[src/rtl/spike_time_decoder.sv]
// Race-logic decoder: timestamps the first spike edge in each gamma window (optional SPIKE_GLITCH_FILTER_EN qualifies edges over 2 cycles).
// Latency: result valid at window start + G, or one cycle after an early restart.
// Backpressure: single-entry valid/ready slot; a result that finds the slot held is dropped and sets sticky overrun.
module spike_time_decoder #(
    parameter int GAMMA_CYCLE_WIDTH = 16,
    localparam int TW = $clog2(GAMMA_CYCLE_WIDTH) + 1
) (
    input  logic          aclk,
    input  logic          grst,
    input  logic          gamma_start,
    input  logic          spike,
    output logic [TW-1:0] t_value,
    output logic          t_none,
    output logic          t_valid,
    input  logic          t_ready,
    output logic          overrun,
    output logic          busy
);

    typedef enum logic {
        IDLE  = 1'b0,
        COUNT = 1'b1
    } state_t;

    localparam logic [TW-1:0] G_VAL = TW'(GAMMA_CYCLE_WIDTH);
    localparam logic [TW-1:0] LAST  = TW'(GAMMA_CYCLE_WIDTH - 1);

    state_t        state;
    logic [TW-1:0] tcnt;
    logic [TW-1:0] cap;
    logic          hit;
    logic          spike_d;

    logic          edge_now;
    logic          in_count;
    logic          at_last;
    logic          closing;
    logic          own_cycle;
    logic          slot_open;
    logic          old_hit;
    logic [TW-1:0] old_cap;

    assign edge_now  = spike & ~spike_d;
    assign in_count  = (state == COUNT);
    assign at_last   = in_count && (tcnt == LAST);
    assign closing   = in_count && (at_last || gamma_start);
    // An early restart hands the current cycle to the new window; a natural close keeps it.
    assign own_cycle = in_count && (at_last || !gamma_start);
    assign slot_open = !t_valid || t_ready;

`ifdef SPIKE_GLITCH_FILTER_EN
    logic          pend;
    logic [TW-1:0] pend_t;
    logic          confirm;
    logic          arm;

    // An edge is only recorded once spike is seen still high one cycle later.
    assign confirm = own_cycle && pend && spike && !hit;
    assign arm     = own_cycle && edge_now && !hit && !at_last;
    assign old_hit = hit || confirm;
    assign old_cap = hit ? cap : pend_t;
`else
    assign old_hit = hit || (own_cycle && edge_now);
    assign old_cap = hit ? cap : tcnt;
`endif

    always_ff @(posedge aclk) begin
        if (!grst) begin
            state   <= IDLE;
            tcnt    <= '0;
            cap     <= '0;
            hit     <= 1'b0;
            spike_d <= 1'b0;
            t_value <= '0;
            t_none  <= 1'b0;
            t_valid <= 1'b0;
            overrun <= 1'b0;
            busy    <= 1'b0;
`ifdef SPIKE_GLITCH_FILTER_EN
            pend    <= 1'b0;
            pend_t  <= '0;
`endif
        end else begin
            spike_d <= spike;

            if (closing) begin
                if (slot_open) begin
                    t_valid <= 1'b1;
                    t_value <= old_hit ? old_cap : G_VAL;
                    t_none  <= !old_hit;
                end else begin
                    overrun <= 1'b1;
                end
            end else if (t_valid && t_ready) begin
                t_valid <= 1'b0;
            end

            if (gamma_start) begin
                // This cycle is time 0 of the new window, so the next one is time 1.
                state <= COUNT;
                busy  <= 1'b1;
                tcnt  <= TW'(1);
                cap   <= '0;
`ifdef SPIKE_GLITCH_FILTER_EN
                hit    <= 1'b0;
                pend   <= edge_now;
                pend_t <= '0;
`else
                hit   <= edge_now;
`endif
            end else if (in_count) begin
                if (at_last) begin
                    state <= IDLE;
                    busy  <= 1'b0;
                    hit   <= 1'b0;
`ifdef SPIKE_GLITCH_FILTER_EN
                    pend  <= 1'b0;
`endif
                end else begin
                    tcnt <= tcnt + TW'(1);
                    hit  <= old_hit;
                    cap  <= old_cap;
`ifdef SPIKE_GLITCH_FILTER_EN
                    pend   <= arm;
                    pend_t <= tcnt;
`endif
                end
            end
        end
    end

endmodule

[config.mk]
export PLATFORM = sky130hd
export DESIGN_NAME = spike_time_decoder
export DESIGN_NICKNAME = d
export VERILOG_FILES = /design/src/rtl/spike_time_decoder.sv
export SDC_FILE = /design/constraint.sdc
export NUM_CORES = 1
export LEC_CHECK = 0
export CAP_MARGIN = 20
export CORE_MARGIN = 2
export CORE_UTILIZATION = 45
export DETAILED_ROUTE_END_ITERATION = 10
export PLACE_DENSITY = 0.72
export SKIP_LAST_GASP = 1
export SLEW_MARGIN = 20
export SYNTH_ARGS = -nofsm -noshare
export SYNTH_HDL_FRONTEND = slang
export SYNTH_SLANG_ARGS = --single-unit
[constraint.sdc]
create_clock -name aclk -period 1.7 [get_ports aclk]
set_input_delay 0.51 -clock aclk [delete_from_list [all_inputs] [get_ports aclk]]
set_output_delay 0.51 -clock aclk [all_outputs]
set_load 0.005 [all_outputs]
==> impl_results.rst, run 1 <==
.. list-table::
   :header-rows: 1

   * - Metric
     - Value
   * - Overflow after GRT
     - 0
   * - Path type of the worst setup path
     - reg2out
   * - Insertion delay to the later sink of the worst-skew pair
     - 0.31 ns
   * - Biggest area consumer among synthesized cells
     - sky130_fd_sc_hd__dfxtp_1
   * - Registers with the most flip-flops
     - cap (5), t_value (5), tcnt (5)
   * - Placement Cell Area
     - around 1200 um^2
   * - Mapped Nets
     - 109
   * - Number of violations of the max-capacitance limit
     - 0
   * - GR Util met3
     - 3.27%
   * - Post-route DRC violation count
     - 0
   * - Antenna cells
     - 0
   * - Number of endpoints failing setup at the final stage
     - 0
   * - Highest fanout seen on the critical path
     - 2
   * - Initial core utilization
     - roughly half
   * - Cell-internal power
     - between 800 and 900 uW
   * - Fraction of final layout cells with drive strength greater than 1
     - 33.1%
   * - Die Span X
     - approximately 50 um
   * - Dominant synthesized flop cell
     - sky130_fd_sc_hd__dfxtp_1
   * - Maximum clock insertion buffer count
     - 2
   * - Critical path, cell by cell
     - clkdlybuf4s50_1
   * - Final Cycle Share
     - 97.7%
   * - Max Clock Freq
     - roughly 600 MHz
   * - Detailed-route vias per instance
     - 5.30
   * - Worst IR drop on VDD
     - ~600 uV
   * - Antenna violations before repair
     - 0
   * - Clock H-tree levels
     - 1
   * - Power share of the sequential group
     - approximately 50%
   * - Relative slew slack
     - between 60% and 70%
   * - Switching power
     - approximately 240 uW
   * - Share of synthesized area occupied by flip-flops and latches
     - a little under half
   * - Met1 layer usage reported by global route
     - 23.6%
   * - HPWL after detailed placement
     - 1.52 mm
   * - Routability congestion estimate
     - just under 0.9
   * - Number of primary I/O pins
     - 14
   * - Number of synthesized flops with an enable pin
     - 0
   * - Final max-slew violation count
     - 0
   * - Number of buffers inserted during clock tree synthesis
     - 3
   * - TritonCTS clock tree
     - done
   * - Transition at the pin with the smallest max-transition slack
     - between 0.5 and 0.6 ns
   * - Busiest layer in global routing
     - met2
   * - Post-route cell area
     - 1340 um^2
   * - Count of input and output buffers
     - 13
   * - Hold Worst Slack
     - roughly 0.48 ns
   * - Sum of buffers and inverters on the critical path
     - 1
   * - Number of global-route vias before repair
     - 805
   * - Clock transition at the register clock pins on the worst setup and hold paths after CTS
     - 0.13 ns
   * - Met2 Track Usage GR
     - about a third
   * - Avg WL per Cell
     - between 10 and 15 um
   * - Die height
     - approximately 50 um
   * - Slowest cell on crit path
     - sky130_fd_sc_hd__clkdlybuf4s50_1
   * - Class of the most critical hold timing path
     - reg2reg
   * - Share of total power consumed by net switching
     - between 20 and 25%
   * - Post-synth top area share
     - ~46%
   * - Area added between synthesis and finish
     - 40.1%
   * - Arrival time worst endpoint
     - around 1.2 ns
   * - Leakage power of the design
     - 0.539 nW
   * - Number of DRC markers in iteration 0
     - 5
   * - Part of the total power dissipated in the clock network
     - a little under two fifths
   * - CTS sink count
     - 22
   * - First-pass GRT wire length
     - about 3.6 mm
   * - Result of the run
     - finished clean
   * - Share of total power in combinational logic
     - 12.9%
   * - Number of filler instances in the final layout
     - 155
   * - Flip-flop and latch count after synthesis
     - 22
   * - Root buffer cell
     - sky130_fd_sc_hd__clkbuf_4
   * - Area of the core
     - 1980 um^2
   * - Critical path startpoint category
     - flop
   * - Drt total wl
     - around 2.2 mm
   * - Via Count
     - approximately 830
   * - Cell types with the largest area share after synthesis
     - sky130_fd_sc_hd__dfxtp_1 (46%), sky130_fd_sc_hd__mux2i_1 (6.3%), sky130_fd_sc_hd__mux2_2 (4.7%)
   * - Power per cell area
     - just over 800 nW/um^2
   * - Post-synth ARST share
     - 0%
   * - Post-synthesis instance area
     - 958 um^2
   * - Skew final
     - between 0.006 and 0.007 ns
   * - Total iterations of the first detailed-routing run
     - 4
   * - Most common cell in the netlist
     - sky130_fd_sc_hd__dfxtp_1
   * - Longest individual stage delay on the worst path
     - around 0.49 ns
   * - CP endpoint kind
     - output pin
   * - List of most frequent post-synthesis cells
     - sky130_fd_sc_hd__dfxtp_1 (22), sky130_fd_sc_hd__nor2_1 (11), sky130_fd_sc_hd__nand2_1 (9), sky130_fd_sc_hd__a21oi_1 (7), sky130_fd_sc_hd__mux2i_1 (6)
   * - Critical path required time
     - between 1 and 1.5 ns
   * - Number of standard-cell rows in the floorplan
     - 16
   * - DIE AREA
     - about 2500 um^2
   * - Count of different cell masters after synthesis
     - 32
   * - Hold Violations, Final
     - 0
   * - Category of cells accounting for the largest share of critical-path delay
     - buffers and inverters
   * - Antenna-violating nets left
     - 0
   * - Post-layout nets
     - about 140
   * - Final critical delay including setup and external delays
     - around 1.7 ns
   * - Mean area per synthesized cell
     - between 9 and 10 um^2
   * - Warning count from the yosys run
     - 0
   * - Maximum number of pins on one net before global-route repair
     - 14
   * - GR Util All Layers
     - approximately a fifth
   * - Number of instances in the synthesized netlist
     - 102
[final cells by class]
| cell class | count | area, um^2 | share of cell area [%] |
|---|---|---|---|
| multi-input cells | 74 | 538 | 40.1 |
| flip-flops and latches | 22 | 453 | 33.7 |
| repair buffers | 28 | 258 | 19.2 |
| well taps | 27 | 33.8 | 2.52 |
| clock inverters | 1 | 30.0 | 2.24 |
| clock buffers | 3 | 22.5 | 1.68 |
| inverters | 2 | 7.51 | 0.559 |
[worst paths after layout]
path | startpoint | to | slack, ns | depth (start not counted)
worst min-delay path | overrun | overrun | 0.48 | 2
worst max-delay path | t_value[3] | t_value[3] | 0.04 | 1
worst min register to register | overrun | overrun | 0.48 | 2
worst max register to register | tcnt[0] | cap[2] | 0.10 | 7
[what timing repair did]
| action | 4_1_cts | 5_1_grt |
|---|---|---|
| setup buffers | 2 | 1 |
| pin swaps | 1 | 1 |
| endpoints found under the setup margin | 8 | 20 |
| resized for setup | 3 | 21 |
| hold buffers | 0 | 0 |
[cell usage in the layout, fill, tap and decap left out, drive strengths merged, types with 2 or more instances in the layout]
cell           netlist  final
nand2b               4      4
mux2                 4      4
clkdlybuf4s50        0     10
nor2b                3      3
dfxtp               22     22
o21a                 2      2
o22ai                4      4
dlymetal6s2s         0      3
a21oi                7      7
ha                   2      2
buf                  2     15
nand2                9      9
mux2i                6      6
nor2                12     12
inv                  2      2
o21ai                2      2
clkbuf               2      3
nand4                4      4
[worst register-to-register path: cells and delay by family, from the launching register on]
family                   cells  cell delay, ns
adder cells (fa/ha/maj)      2            0.37
AND/OR/NAND/NOR              3            0.46
buffers and inverters        1            0.15
flip-flops                   1            0.34
multiplexers                 1            0.19
[power by group through the flow]
| stage | Sequential [mW] | Clock, mW | Combinational [mW] |
|---|---|---|---|
| floorplan | 0.554 | 0 | 0.0722 |
| global placement | 0.558 | 0 | 0.123 |
| detailed placement | 0.558 | 0 | 0.127 |
| CTS | 0.548 | 0.406 | 0.135 |
| global route | 0.553 | 0.429 | 0.155 |
| finish | 0.550 | 0.402 | 0.141 |
[through the flow]
step	std cells	util, %	power, mW	TNS [ns]	setup WS (ns)
final	157	67.7	1.09	0	0.0394
after global routing	157	67.7	1.14	-0.0213	-0.00859
after CTS	156	64.3	1.09	0	0.0105
after detailed placement	150	60.4	0.686	-0.474	-0.140
after global placement	150	60.4	0.681	-0.210	-0.0581
after floorplan	102	-	0.626	0	0.0581
[kinds of logic (layout without fill, tap and decap cells)]
group	Yosys count	in the layout	share of synthesized area, %
and+or+nand+nor	40	40	22.1
xor gates and xnor gates	2	2	1.83
AOI/OAI and AO/OA	20	20	14.0
buffers and inverters	6	34	2.61
muxes	10	10	11.0
adders and majority gates	2	2	2.61
DFF	22	22	46.0
[metal layers]
metal	routed length, um	vias to the layer above	part of all wire (%)
li1	-	419	-
met1	938	386	43
met2	1120	19	52
met3	58	8	2.7
met4	51	0	2.4
met5	0	-	0
No activity file was read; power rests on OpenSTA's default activity.
==> run 2: changes to the inputs <==
Settings changed: CORE_ASPECT_RATIO from default to 1.2.
==> run 2 against run 1 <==
Against the previous run: highest routed layer unchanged; clock-buffer cell count unchanged; first-iteration DRC count up 80%; maximum frequency rose by 0.46%; die area about the same; critical path type unchanged; largest power group unchanged; final cell count decreased by 5.1%; sequential share of layout area rose by 0.61 points; register-to-register slack worse by 0.02 ns; clock skew fell by 0.0017 ns; largest cell class unchanged; sequential power hardly changed.
==> impl_results.rst, run 2 (synthesis gave the netlist of run 1 again) <==
.. list-table::
   :header-rows: 1

   * - Metric
     - Value
   * - Power share of the sequential group
     - 50.8% (+0.4 points)
   * - Final critical delay including setup and external delays
     - 1.65 ns (-0.00755 ns)
   * - DIE AREA
     - 2520 um^2 (about the same)
   * - Insertion delay to the later sink of the worst-skew pair
     - 0.30 ns (about the same)
   * - Area added between synthesis and finish
     - 37.2%
   * - Worst setup margin
     - 0.0470 ns (+0.00755 ns)
   * - Number of DRC markers in iteration 0
     - 9 (+4)
   * - Share of total power in combinational logic
     - 12.2% (-0.7 points)
   * - Critical path, cell by cell
     - clkdlybuf4s50_1
   * - Die Span X
     - 46.1 um (-8.0%)
   * - Final max-slew violation count
     - 0 (unchanged)
   * - Result of the run
     - finished clean
   * - Max Clock Freq
     - 605 MHz (+0.46%)
   * - Highest fanout seen on the critical path
     - 2 (unchanged)
   * - Detailed-route vias per instance
     - 5.31 (+0.18%)
   * - Place WS
     - -0.0892 ns (+0.0503 ns)
   * - Power per cell area
     - 822 nW/um^2 (+0.99%)
   * - Critical path required time
     - 1.19 ns (about the same)
   * - Count of input and output buffers
     - 13 (unchanged)
   * - CTS sink count
     - 22 (unchanged)
   * - Post-route DRC violation count
     - 0 (unchanged)
   * - TritonCTS clock tree
     - done
   * - Total iterations of the first detailed-routing run
     - 4 (unchanged)
   * - Leakage power of the design
     - 0.587 nW (+8.9%)
   * - Post-layout nets
     - 137 (-0.72%)
   * - GR Util All Layers
     - 17.9% (-0.82 points)
   * - Skew final
     - 0.00470 ns (-0.00174 ns)
   * - First-pass GRT wire length
     - 3.20 mm (-11%)
   * - Via Count
     - 791 (-4.9%)
   * - Relative slew slack
     - 68.8% (+2.3 points)
   * - Antenna-violating nets left
     - 0 (unchanged)
   * - Initial core utilization
     - 47.3% (-1.1 points)
   * - Number of primary I/O pins
     - 14 (unchanged)
   * - Root buffer cell
     - sky130_fd_sc_hd__clkbuf_4
   * - Antenna cells
     - 0 (unchanged)
   * - Number of global-route vias before repair
     - 728 (-9.6%)
   * - Drt total wl
     - 1.97 mm (-8.9%)
   * - Switching power
     - 236 uW (-2.5%)
   * - Clock H-tree levels
     - 1 (unchanged)
   * - Area of the core
     - 2030 um^2 (+2.3%)
   * - Number of buffers inserted during clock tree synthesis
     - 3 (unchanged)
   * - Leading cell types in the layout, fill and taps excluded
     - sky130_fd_sc_hd__dfxtp_1 (13), sky130_fd_sc_hd__buf_4 (13), sky130_fd_sc_hd__nor2_1 (11)
   * - Critical path startpoint category
     - flop
   * - Number of violations of the max-capacitance limit
     - 0 (unchanged)
   * - Fraction of final layout cells with drive strength greater than 1
     - 30.2% (-2.8 points)
   * - Part of the total power dissipated in the clock network
     - 37.0% (+0.2 points)
   * - Hold Violations, Final
     - 0 (unchanged)
   * - Maximum number of pins on one net before global-route repair
     - 14 (unchanged)
   * - Class of the most critical hold timing path
     - reg2reg
   * - Total Neg Setup Slack
     - 0 ns (unchanged)
   * - Final Cycle Share
     - 97.2% (-0.44 points)
   * - Longest individual stage delay on the worst path
     - 0.49 ns (about the same)
   * - Sum of buffers and inverters on the critical path
     - 1 (unchanged)
   * - Category of cells accounting for the largest share of critical-path delay
     - buffers and inverters
   * - Cell-internal power
     - 844 uW (-0.70%)
   * - Transition at the pin with the smallest max-transition slack
     - 0.467 ns (-0.0349 ns)
   * - Antenna violations before repair
     - 0 (unchanged)
   * - Share of total power consumed by net switching
     - 21.9% (-0.31 points)
   * - Overflow after GRT
     - 0 (unchanged)
   * - Arrival time worst endpoint
     - 1.14 ns (about the same)
   * - HPWL after detailed placement
     - 1.47 mm (-3.4%)
   * - Number of endpoints failing setup at the final stage
     - 0 (unchanged)
   * - Worst IR drop on VDD
     - 525 uV (-13%)
   * - Number of standard-cell rows in the floorplan
     - 18 (+2)
   * - R2r setup slk
     - 0.08 ns (-0.02 ns)
   * - Die height
     - 54.6 um (+8.8%)
   * - Maximum clock insertion buffer count
     - 2 (unchanged)
   * - Registers with the most flip-flops
     - cap (5), t_value (5), tcnt (5)
   * - Path type of the worst setup path
     - reg2out
   * - Slowest cell on crit path
     - sky130_fd_sc_hd__clkdlybuf4s50_1
   * - Hold-fix buffers at CTS
     - 0 (unchanged)
   * - Routability congestion estimate
     - 0.832 (-5.8%)
   * - Clock transition at the register clock pins on the worst setup and hold paths after CTS
     - 0.13 ns (about the same)
   * - Avg WL per Cell
     - 13.2 um (-4.0%)
   * - CP endpoint kind
     - output pin
run 2: cell types whose count changed in the layout (fill, tap and decap cells not counted), sizes merged:
cell	previous run	this run
dlymetal6s2s	3	6
clkdlybuf4s50	10	7
buf	15	14
run 2: path summary, 6_finish.rpt:
check | startpoint | to | depth (start not counted)
setup reg to reg | tcnt[1] | t_value[4] | 6
hold / removal | overrun | overrun | 2
setup / recovery | t_value[2] | t_value[2] | 1
hold reg to reg | overrun | overrun | 2
run 2: routing by layer:
metal / GRT usage (%) / vias up / share of wire, %
met5: 0 / - / 0
met4: 8.57 / 0 / 0.71
met3: 1.98 / 2 / 3.3
met2: 28.9 / 16 / 50
met1: 23.4 / 358 / 46
li1: - / 415 / -
run 2: cell type report:
type | instances | area (um^2)
clock buffers | 3 | 22.5
repair buffers | 27 | 254
inverters | 2 | 7.51
fillers | 174 | 712
clock inverters | 1 | 30.0
flip-flops and latches | 22 | 452
multi-input cells | 74 | 524
well taps | 20 | 25.0
run 2: power groups by stage:
stage	clock network [mW]	logic [mW]	registers, mW
floorplan	0	0.0722	0.554
global placement	0	0.123	0.557
detailed placement	0	0.125	0.558
CTS	0.410	0.131	0.548
global route	0.434	0.145	0.551
finish	0.400	0.132	0.548
run 2: worst reg2reg max path, delay by kind of cell, from the launching register on:
kind / cells / cell delay (ns)
AO/OA/AOI/OAI: 3 / 0.61
flip-flops: 1 / 0.36
adder cells (fa/ha/maj): 2 / 0.36
AND/OR/NAND/NOR: 1 / 0.19
run 2: repair_timing:
item                       CTS  global route
pin swaps                    1             1
setup endpoints to repair    9            24
setup buffers                1             0
hold endpoints to repair     0             0
resized for setup            3            19
run 2: metrics by stage:
stage | area [um^2] | std cells | power [mW] | utilization [%] | hold slack (ns)
after global placement | 1200 | 144 | 0.680 | 59.0 | 0.454
after floorplan | 961 | 102 | 0.626 | - | 0.454
after detailed placement | 1200 | 144 | 0.683 | 59.0 | 0.458
after CTS | 1270 | 149 | 1.09 | 62.9 | 0.478
after global routing | 1320 | 149 | 1.13 | 64.9 | 0.495
final | 1320 | 149 | 1.08 | 64.9 | 0.473
==> run 3: changes to the inputs <==
Settings changed: MAX_ROUTING_LAYER from default to met4.
==> run 3 against run 2 <==
Against the previous run: maximum frequency about the same; setup slack about the same; sequential power about the same; final cell count unchanged; flip-flop and latch count unchanged; combinational power about the same; critical path type unchanged.
==> impl_results.rst, run 3 (synthesis gave the netlist of run 1 again) <==
.. list-table::
   :header-rows: 1

   * - Metric
     - Value
   * - Result of the run
     - finished clean
   * - Transition at the pin with the smallest max-transition slack
     - 0.470 ns (+0.00228 ns)
   * - Class of the most critical hold timing path
     - reg2reg
   * - Hold Path End
     - overrun
   * - Skew final
     - 0.00552 ns (+0.000817 ns)
   * - Number of global-route vias before repair
     - 728 (unchanged)
   * - Utilization of the core after routing
     - 64.9% (unchanged)
   * - Reg-to-Reg Start
     - tcnt[1]
   * - Total iterations of the first detailed-routing run
     - 3 (-1)
   * - Die Span X
     - 46.1 um (unchanged)
   * - Maximum clock insertion buffer count
     - 2 (unchanged)
   * - Final Cycle Share
     - 97.2% (about the same)
   * - Number of primary I/O pins
     - 14 (unchanged)
   * - Initial core utilization
     - 47.3% (unchanged)
   * - Relative slew slack
     - 68.6% (-0.15 points)
   * - Drt total wl
     - 1.98 mm (+0.41%)
   * - Maximum number of pins on one net before global-route repair
     - 14 (unchanged)
   * - Highest fanout seen on the critical path
     - 2 (unchanged)
   * - Die height
     - 54.6 um (unchanged)
   * - Sum of buffers and inverters on the critical path
     - 1 (unchanged)
   * - Antenna violations before repair
     - 0 (unchanged)
   * - Number of endpoints failing setup at the final stage
     - 0 (unchanged)
   * - Fraction of final layout cells with drive strength greater than 1
     - 30.2% (unchanged)
   * - Power per cell area
     - 821 nW/um^2 (about the same)
   * - Clock H-tree levels
     - 1 (unchanged)
   * - Critical register-to-register path endpoint
     - t_value[4]
   * - TritonCTS clock tree
     - done
   * - Worst IR drop on VDD
     - 525 uV (about the same)
   * - Routability congestion estimate
     - 0.845 (+1.5%)
   * - Via Count
     - 784 (-0.88%)
   * - Depth of the most critical reg-to-reg path
     - 6 (unchanged)
   * - HPWL after detailed placement
     - 1.47 mm (unchanged)
   * - R2r setup slk
     - 0.08 ns (about the same)
   * - Critical path startpoint category
     - flop
   * - Final max-slew violation count
     - 0 (unchanged)
   * - Arrival time worst endpoint
     - 1.14 ns (about the same)
   * - Post-route DRC violation count
     - 0 (unchanged)
   * - Max Clock Freq
     - 605 MHz (about the same)
   * - Critical path required time
     - 1.19 ns (about the same)
   * - Leakage power of the design
     - 0.587 nW (unchanged)
   * - Avg WL per Cell
     - 13.3 um (+0.41%)
   * - Path type of the worst setup path
     - reg2out
   * - Leading cell types in the layout, fill and taps excluded
     - sky130_fd_sc_hd__dfxtp_1 (13), sky130_fd_sc_hd__buf_4 (13), sky130_fd_sc_hd__nor2_1 (11)
   * - Number of violations of the max-capacitance limit
     - 0 (unchanged)
   * - Worst hold start
     - overrun
   * - Area added between synthesis and finish
     - 37.2% (unchanged)
   * - Overflow after GRT
     - 0 (unchanged)
   * - Category of cells accounting for the largest share of critical-path delay
     - buffers and inverters
   * - Number of buffers inserted during clock tree synthesis
     - 3 (unchanged)
   * - Area of the core
     - 2030 um^2 (unchanged)
   * - Count of input and output buffers
     - 13 (unchanged)
   * - CP endpoint kind
     - output pin
   * - Longest individual stage delay on the worst path
     - 0.49 ns (about the same)
   * - CTS sink count
     - 22 (unchanged)
   * - Registers with the most flip-flops
     - cap (5), t_value (5), tcnt (5)
   * - Hold Worst Slack
     - 0.473 ns (-0.0000220 ns)
   * - Slowest cell on crit path
     - sky130_fd_sc_hd__clkdlybuf4s50_1
   * - Number of DRC markers in iteration 0
     - 8 (-1)
   * - Instance count along the most critical hold path
     - 2 (unchanged)
   * - Hold-fix buffers at CTS
     - 0 (unchanged)
   * - Root buffer cell
     - sky130_fd_sc_hd__clkbuf_4
   * - Final critical delay including setup and external delays
     - 1.65 ns (+0.0000847 ns)
   * - Antenna cells
     - 0 (unchanged)
   * - GR Util All Layers
     - 18.4% (+0.50 points)
   * - Clock transition at the register clock pins on the worst setup and hold paths after CTS
     - 0.13 ns (about the same)
   * - Detailed-route vias per instance
     - 5.26 (-0.88%)
   * - Number of standard-cell rows in the floorplan
     - 18 (unchanged)
   * - Critical path, cell by cell
     - clkdlybuf4s50_1
   * - DIE AREA
     - 2520 um^2 (unchanged)
   * - Post-layout nets
     - 137 (unchanged)
   * - First-pass GRT wire length
     - 3.19 mm (-0.22%)
   * - Hold Violations, Final
     - 0 (unchanged)
   * - Insertion delay to the later sink of the worst-skew pair
     - 0.30 ns (about the same)
   * - Antenna-violating nets left
     - 0 (unchanged)
   * - Total power
     - 1.08 mW (about the same)
[run 3: timing repair]
| item | in CTS | in global routing |
|---|---|---|
| pin swaps | 1 | 1 |
| setup buffers | 1 | 0 |
| endpoints found under the setup margin | 9 | 24 |
| gates resized for setup | 3 | 19 |
[run 3: power by group]
group,leakage [nW],internal [mW],switching [mW]
Sequential,0.183,0.533,0.0159
Combinational,0.376,0.0735,0.0587
Clock,0.0279,0.238,0.161
Total,0.587,0.844,0.236
[run 3: per-stage QoR]
stage	setup slack [ns]	TNS (ns)	cells	cell area [um^2]
4_1_cts	0.00255	0	149	1270
3_5_place_dp	-0.0892	-0.450	144	1200
5_1_grt	-0.0181	-0.0230	149	1320
3_3_place_gp	-0.0780	-0.259	144	1200
6_report	0.0469	0	149	1320
2_1_floorplan	0.0581	0	102	961
[run 3: worst max path at each step]
stage | startpoint | end | slack, ns | cells after the start
CTS | t_value[1] | t_value[1] | 0.003 | 1
global route | tcnt[0] | tcnt[3] | -0.02 | 6
floorplan | tcnt[0] | tcnt[3] | 0.06 | 6
finish | t_value[2] | t_value[2] | 0.05 | 1
detailed placement | spike | t_none | -0.09 | 4
global placement | gamma_start | t_value[4] | -0.08 | 4
[run 3: area by class of cell]
cell class              instances  area [um^2]
fillers                       174          712
clock inverters                 1         30.0
multi-input cells              74          524
inverters                       2         7.51
flip-flops and latches         22          452
well taps                      20         25.0
clock buffers                   3         22.5
repair buffers                 27          254
[run 3: per-layer routing]
layer	GRT usage (%)	share of wire, %	vias to the layer above
li1	-	-	415
met1	23.4	48	358
met2	28.9	49	9
met3	1.98	2.3	2
met4	8.57	0.71	0
met5	-	0	-
